### src/rtl/regfile_mp.sv
// Multi-read-port integer register file with write-back source mux and post-reset scrub FSM.
// Define REGFILE_BYPASS_EN to forward a committing write to same-cycle reads (incl. a0).
module regfile_mp #(
    parameter int ADDR_WIDTH = 5,
    parameter int ADDR_COUNT = 32,
    parameter int DATA_WIDTH = 32,
    parameter int NUM_RPORTS = 2
) (
    input  logic                             clk,
    input  logic                             rst,
    input  logic                             wen,
    input  logic [1:0]                       wsel,
    input  logic [31:0]                      pc,
    input  logic [DATA_WIDTH-1:0]            wdata,
    input  logic [DATA_WIDTH-1:0]            ldata,
    input  logic [ADDR_WIDTH-1:0]            waddr,
    input  logic [NUM_RPORTS*ADDR_WIDTH-1:0] raddr,
    output logic [NUM_RPORTS*DATA_WIDTH-1:0] rdata,
    output logic [DATA_WIDTH-1:0]            a0,
    output logic                             ready,
    output logic [31:0]                      wr_count
);

    typedef enum logic {StScrub, StRun} state_t;

    localparam logic [ADDR_WIDTH:0]   LP_COUNT = ADDR_COUNT[ADDR_WIDTH:0];
    localparam logic [ADDR_WIDTH-1:0] LP_LAST  = ADDR_WIDTH'(ADDR_COUNT - 1);

    state_t                  r_state;
    state_t                  w_state_next;
    logic [ADDR_WIDTH-1:0]   r_idx;
    logic [31:0]             r_wr_count;
    logic [DATA_WIDTH-1:0]   r_mem [ADDR_COUNT];
    logic [31:0]             w_pc4;
    logic [DATA_WIDTH-1:0]   w_link;
    logic [DATA_WIDTH-1:0]   w_wval;
    logic                    w_commit;

    always_ff @(posedge clk or posedge rst) begin
        if (rst) begin
            r_state <= StScrub;
            r_idx   <= '0;
        end else begin
            r_state <= w_state_next;
            if (r_state == StScrub) begin
                r_idx <= r_idx + 1'b1;
            end
        end
    end

    always_comb begin
        w_state_next = r_state;
        if (r_state == StScrub && r_idx == LP_LAST) begin
            w_state_next = StRun;
        end
    end

    assign ready = (r_state == StRun);

    assign w_pc4 = pc + 32'd4;
    if (DATA_WIDTH > 32) begin : g_link_ext
        assign w_link = {{(DATA_WIDTH-32){1'b0}}, w_pc4};
    end else begin : g_link_trunc
        assign w_link = w_pc4[DATA_WIDTH-1:0];
    end

    always_comb begin
        w_wval = '0;
        case (wsel)
            2'd0:    w_wval = wdata;
            2'd1:    w_wval = w_link;
            2'd2:    w_wval = ldata;
            default: w_wval = '0;
        endcase
    end

    assign w_commit = (r_state == StRun) && wen && (wsel != 2'd3) && (waddr != '0) &&
                      ({1'b0, waddr} < LP_COUNT);

    // The array has no reset; the scrub pass is the only thing that clears it.
    always_ff @(posedge clk) begin
        if (r_state == StScrub) begin
            r_mem[r_idx] <= '0;
        end else if (w_commit) begin
            r_mem[waddr] <= w_wval;
        end
    end

    always_ff @(posedge clk or posedge rst) begin
        if (rst) begin
            r_wr_count <= '0;
        end else if (w_commit && r_wr_count != 32'hFFFF_FFFF) begin
            r_wr_count <= r_wr_count + 32'd1;
        end
    end

    assign wr_count = r_wr_count;

    function automatic logic [DATA_WIDTH-1:0] f_read(input logic [ADDR_WIDTH-1:0] i_addr);
        logic [DATA_WIDTH-1:0] v;
        v = '0;
        if (r_state == StRun && i_addr != '0 && {1'b0, i_addr} < LP_COUNT) begin
            v = r_mem[i_addr];
        end
`ifdef REGFILE_BYPASS_EN
        if (w_commit && i_addr == waddr) begin
            v = w_wval;
        end
`endif
        return v;
    endfunction

    always_comb begin
        rdata = '0;
        for (int k = 0; k < NUM_RPORTS; k++) begin
            rdata[k*DATA_WIDTH +: DATA_WIDTH] = f_read(raddr[k*ADDR_WIDTH +: ADDR_WIDTH]);
        end
    end

    if (ADDR_COUNT > 10) begin : g_a0
        assign a0 = f_read(ADDR_WIDTH'(10));
    end else begin : g_no_a0
        assign a0 = '0;
    end

endmodule

### config.mk
export PLATFORM = sky130hd
export DESIGN_NAME = regfile_mp
export DESIGN_NICKNAME = d
export VERILOG_FILES = /design/src/rtl/regfile_mp.sv
export SDC_FILE = /design/constraint.sdc
export NUM_CORES = 1
export LEC_CHECK = 0
export CORE_MARGIN = 10
export CORE_UTILIZATION = 40
export DETAILED_ROUTE_END_ITERATION = 10
export PLACE_DENSITY = 0.66
export SLEW_MARGIN = 10
export SYNTH_ARGS = -nofsm -noshare
export SYNTH_HDL_FRONTEND = slang
export SYNTH_SLANG_ARGS = --single-unit
### constraint.sdc
create_clock -name clk -period 3.8 [get_ports clk]
set_input_delay 1.14 -clock clk [delete_from_list [all_inputs] [get_ports clk]]
set_output_delay 1.14 -clock clk [all_outputs]
set_load 0.1 [all_outputs]
; Word level (Yosys, flattened, before mapping)
; Memory sizes are Yosys's and may differ from the RTL's.
; Cells that the tools add are included.
; Widths: inputs -> output; s select.
[totals]
mem_count = 1
ram_bits = 1024
ff_bits = 38
[memory_table]
columns = memory, depth, width, rd, rd_clocked_by_memory_dff, wr, line_no
row1 = r_mem, 32, 32, 3, 0, 1, 33  ; logic [DATA_WIDTH-1:0] r_mem [ADDR_COUNT];
[op_classes]
n_eq_ne = 5
add_sub_neg = 3
bitwise_logic = 1
mux = 11
n_reduce_logical = 12
[ops]
columns = operator, n
row1 = $mux 32, 4
row2 = $pmux 32 s3, 1
row3 = $add 32x1->32 const B, 1
row4 = $add 32x3->32 const B, 1
row5 = $ne 32x32->1 const B, 1
row6 = $reduce_or 32->1, 1
row7 = $reduce_bool 5->1, 3
row8 = $logic_and 1x1->1, 7
row9 = $add 5x1->5 const B, 1
row10 = $eq 5x5->1 const B, 1
row11 = $mux 1, 5
row12 = $mux 5, 1
row13 = $eq 2x1->1 const B, 1
row14 = $eq 2x2->1 const B, 1
row15 = $logic_not 2->1, 1
row16 = $ne 2x2->1 const B, 1
row17 = $not 1->1, 1

; Depth between registers and ports, before layout
[logic_depth]
word_depth = 8
depth_mapped = 8
ltp_nobuf = 6

; Worst setup path before layout
; OpenSTA, ideal clock, no wires.
[synth_timing]
kind = input-to-output
startpoint = in raddr[6]
endpoint = out rdata[47]
path_buffers = 3
path_slack_ns = -0.533
arrival_ns = 3.193
required_time_ns = 2.660
path_stages = 7
cell_sequence = buf_2 -> clkbuf_1 -> buf_1 -> mux4_2 -> mux2_2 -> a22oi_1 -> nand2_1
[synth_between]
elab_chain_cells = 3
word_cells_on_any_way = 4
[synth_rtl]
columns = item, line_no
row1 = "start, declared", 17  ; input logic [NUM_RPORTS*ADDR_WIDTH-1:0] raddr,
row2 = "parallel branches: the longest is 2 deep, another holds $mem_v2 32x32", -
row3 = $mux 32 (*), 102  ; if (r_state == StRun && i_addr != '0 && {1'b0, i_addr} < LP_COUNT) begin
row4 = "end, declared", 18  ; output logic [NUM_RPORTS*DATA_WIDTH-1:0] rdata,
; Mark *: on every way between the ends.

; Worst setup path in the final report
[layout_timing]
startpoint = in raddr[5]
endpoint = out rdata[59]
; The elaborated chain is that of the path after synthesis.

==> flow_summary.ini <==
[status]
status = finished with violations
failed_checks = negative setup slack

[grt]
grt_pass1_vias = 32970
grt_pass1_wl_mm = 239.2
grt_max_degree = 50
track_usage = 0.2309
antenna_found_initial = 7
grt_overflow = 0

[timing]
maxSlewHeadroom = 0.4120
worst_pin_slew_ps = 881.0
fin_setup_tns_ps = -18890
report.final.setup_viol = 64
timing.final.crit_share = 1.100
fmax_mhz = 239.2
drv_slew = 0
hold_viol_final = 0
fin_skew_ps = 31.29
setup_slack_ps = -381.5
grt_setup_unrepaired = yes
finalCriticalPeriod_ps = 4181

[critical_path]
crit_family = multiplexers
reg2reg_from = ready$_DFFE_PP0P_
critPathSlowestCell = mux4_2
cp.arrival_ps = 3040
crit_chain = buf_16, buf_16, buf_12, mux4_2, mux2_4, a22oi_2, nand2_4, buf_12
cp.required_ps = 2660
worstPathMaxFanout = 16
critPathMaxStageDelay_ps = 510
cp-end-kind = primary output
reg2reg_depth = 8
critPathLaunchType = input port
crit_type = input port to primary output
r2r_end = r_mem[31][28]$_DFFE_PP_
ff2ff_setup_slack_ps = 1060
path_buf_inv = 4

[pwr]
power_frac_comb = 0.123
sw_frac_of_total = 0.2436
p_sw_w = 0.006696
power_per_cell_area_mw_per_mm2 = 408.5
power_frac_clock = 0.406
cellLeakagePower_nw = 24.73
peakVddDrop_mv = 0.5722
p_int_w = 0.02079
p_seq_frac = 0.471

[clocking]
cts-htree-levels = 3
clk_latency_ps = 710
clockBufferDepth = 3
clock_sink_count = 1062
root_buffer = clkbuf_16
cts_tree = done
cts_hold_buf = 0
numCtsBuffers = 111
cts.clk_slew.worst_paths_ps = 60

[min_path]
worstHoldStart = r_idx[0]$_DFFE_PP0N_
min_path_type = register to register
hold_depth = 1
hold_end = r_idx[0]$_DFFE_PP0N_

[floorplanning]
core_mm2 = 0.1275
rows = 131
start_util = 0.4025
dieWidth_um = 378.2
die_h_um = 378.2
ios = 245
dieArea_mm2 = 0.1430

[logic_synthesis]
synth_largest_area_cell = edfxtp_1
synth_top_area_share = 0.5991
yosys_warnings = 0
synth_area_leaders = edfxtp_1, mux4_2, mux2_2
syn_area_mm2 = 0.05132
yosys_register_bits = 1062
syn_inst = 2625
seq_area_frac_synth = 0.6176
synth.net_count = 2745
post_synth_num_cell_types = 51
avgSynthCellArea_um2 = 19.55

[routing]
vias = 31190
drc = 0
via_per_inst = 6.252
routed_wl_mm = 167.0
wl_per_cell_um = 33.49
dr_wl_met3_mm = 18.20
drt_iter0_markers = 3603
wl_met2_mm = 79.97
m1WireLength_mm = 62.76
dr.pass1.iters = 5
postRouteAntennaNets = 0
top_layer_used = met5

[cells_and_area]
syn_to_final_growth_pct = 31.09
drive_above_1_share = 0.5402
nNetsFinal = 3350
fin_area_mm2 = 0.06728
final_cell_mix = edfxtp_1, mux4_2, buf_12
layout_commonest_cell = edfxtp_1

[run]
drv_cap = 0

[place]
hpwl_mm = 106.9
place_area_mm2 = 0.06171
place_congestion = 0.8383
io_buffers = 244
synthesized netlist by cell type (all sizes together):
library cell,instances
inv,10
nor4,5
nand2b,3
or2,5
nor2b,3
nor3,9
mux2,259
xor2,20
o21ai,2
a22o,1
nand3,27
and4,8
mux4,512
nor3b,3
a41oi,1
o22ai,19
clkbuf,89
or4,3
mux2i,33
a32o,2
o31ai,1
nor2,74
buf,103
nand2,98
a211oi,1
and2,33
ha,4
edfxtp,1024
o2111ai,1
a31oi,4
and3,14
nor4b,2
o22a,1
a22oi,129
xnor2,40
a21oi,14
nand4,27
a32oi,1
dfrtp,38
nand4b,2
flip-flops by register name, summed over array words and instances (netlist names):
name,count
r_mem,1024
wr_count,32
r_idx,5
ready,1
layout make-up:
type / instances / area (um2)
fill: 9764 / 60240
sequential: 1062 / 31700
multi-input combinational: 1361 / 20220
timing repair buffer: 684 / 9514
clock buffer: 122 / 2840
tap: 1662 / 2079
clock inverter: 86 / 884.6
inverter: 10 / 37.54
antenna: 1 / 2.502
worst max-delay path by stage:
stage,start,end,slack [ps],depth (start not counted)
2_1_floorplan,waddr[4],r_mem[20][0]$_DFFE_PP_,-330,6
3_3_place_gp,raddr[9],rdata[40],-540,6
3_5_place_dp,raddr[9],rdata[40],-570,6
4_1_cts,raddr[5],rdata[34],-410,10
5_1_grt,raddr[5],rdata[52],-420,9
6_report,raddr[5],rdata[59],-380,8
routing by layer:
layer / vias up / global-route usage
met5: - / 0
met4: 6 / 0.08315
met1: 16550 / 0.2985
met3: 335 / 0.06252
li1: 12460 / -
met2: 1832 / 0.3739
power by group through the flow:
stage               Sequential (W)  Clock [W]  Combinational, W
floorplan                   0.0134          0           0.00170
finish                      0.0129     0.0112           0.00339
global route                0.0129     0.0118           0.00353
global placement            0.0132          0           0.00310
detailed placement          0.0132          0           0.00315
CTS                         0.0129     0.0113           0.00338
metrics by stage:
step	hold WS (ps)	instances	total power (W)	setup slack [ps]	util
6_report	528.3	4988	0.02749	-381.5	0.5276
5_1_grt	553.5	4987	0.02822	-421.3	0.5276
4_1_cts	535.7	4978	0.02759	-410.5	0.5260
3_5_place_dp	522.8	4700	0.01633	-573.2	0.4839
3_3_place_gp	500.6	4700	0.01628	-543.0	0.4839
2_1_floorplan	477.9	2625	0.01506	-330.8	-
kinds of logic after synthesis:
family	after synthesis	synth area share
AO/OA/AOI/OAI	177	0.02555
multiplexers	804	0.2930
flip-flops	1062	0.6176
adder cells (fa/ha/maj)	4	0.0009752
XOR/XNOR	60	0.01024
buffers and inverters	202	0.02175
AND/OR/NAND/NOR	316	0.03086
what timing repair did:
item,CTS,global route
pin swaps,46,39
setup endpoints to repair,64,64
gates cloned,22,6
gates resized for setup,134,39
setup buffers,48,12
(Power assumes the default switching activity.)
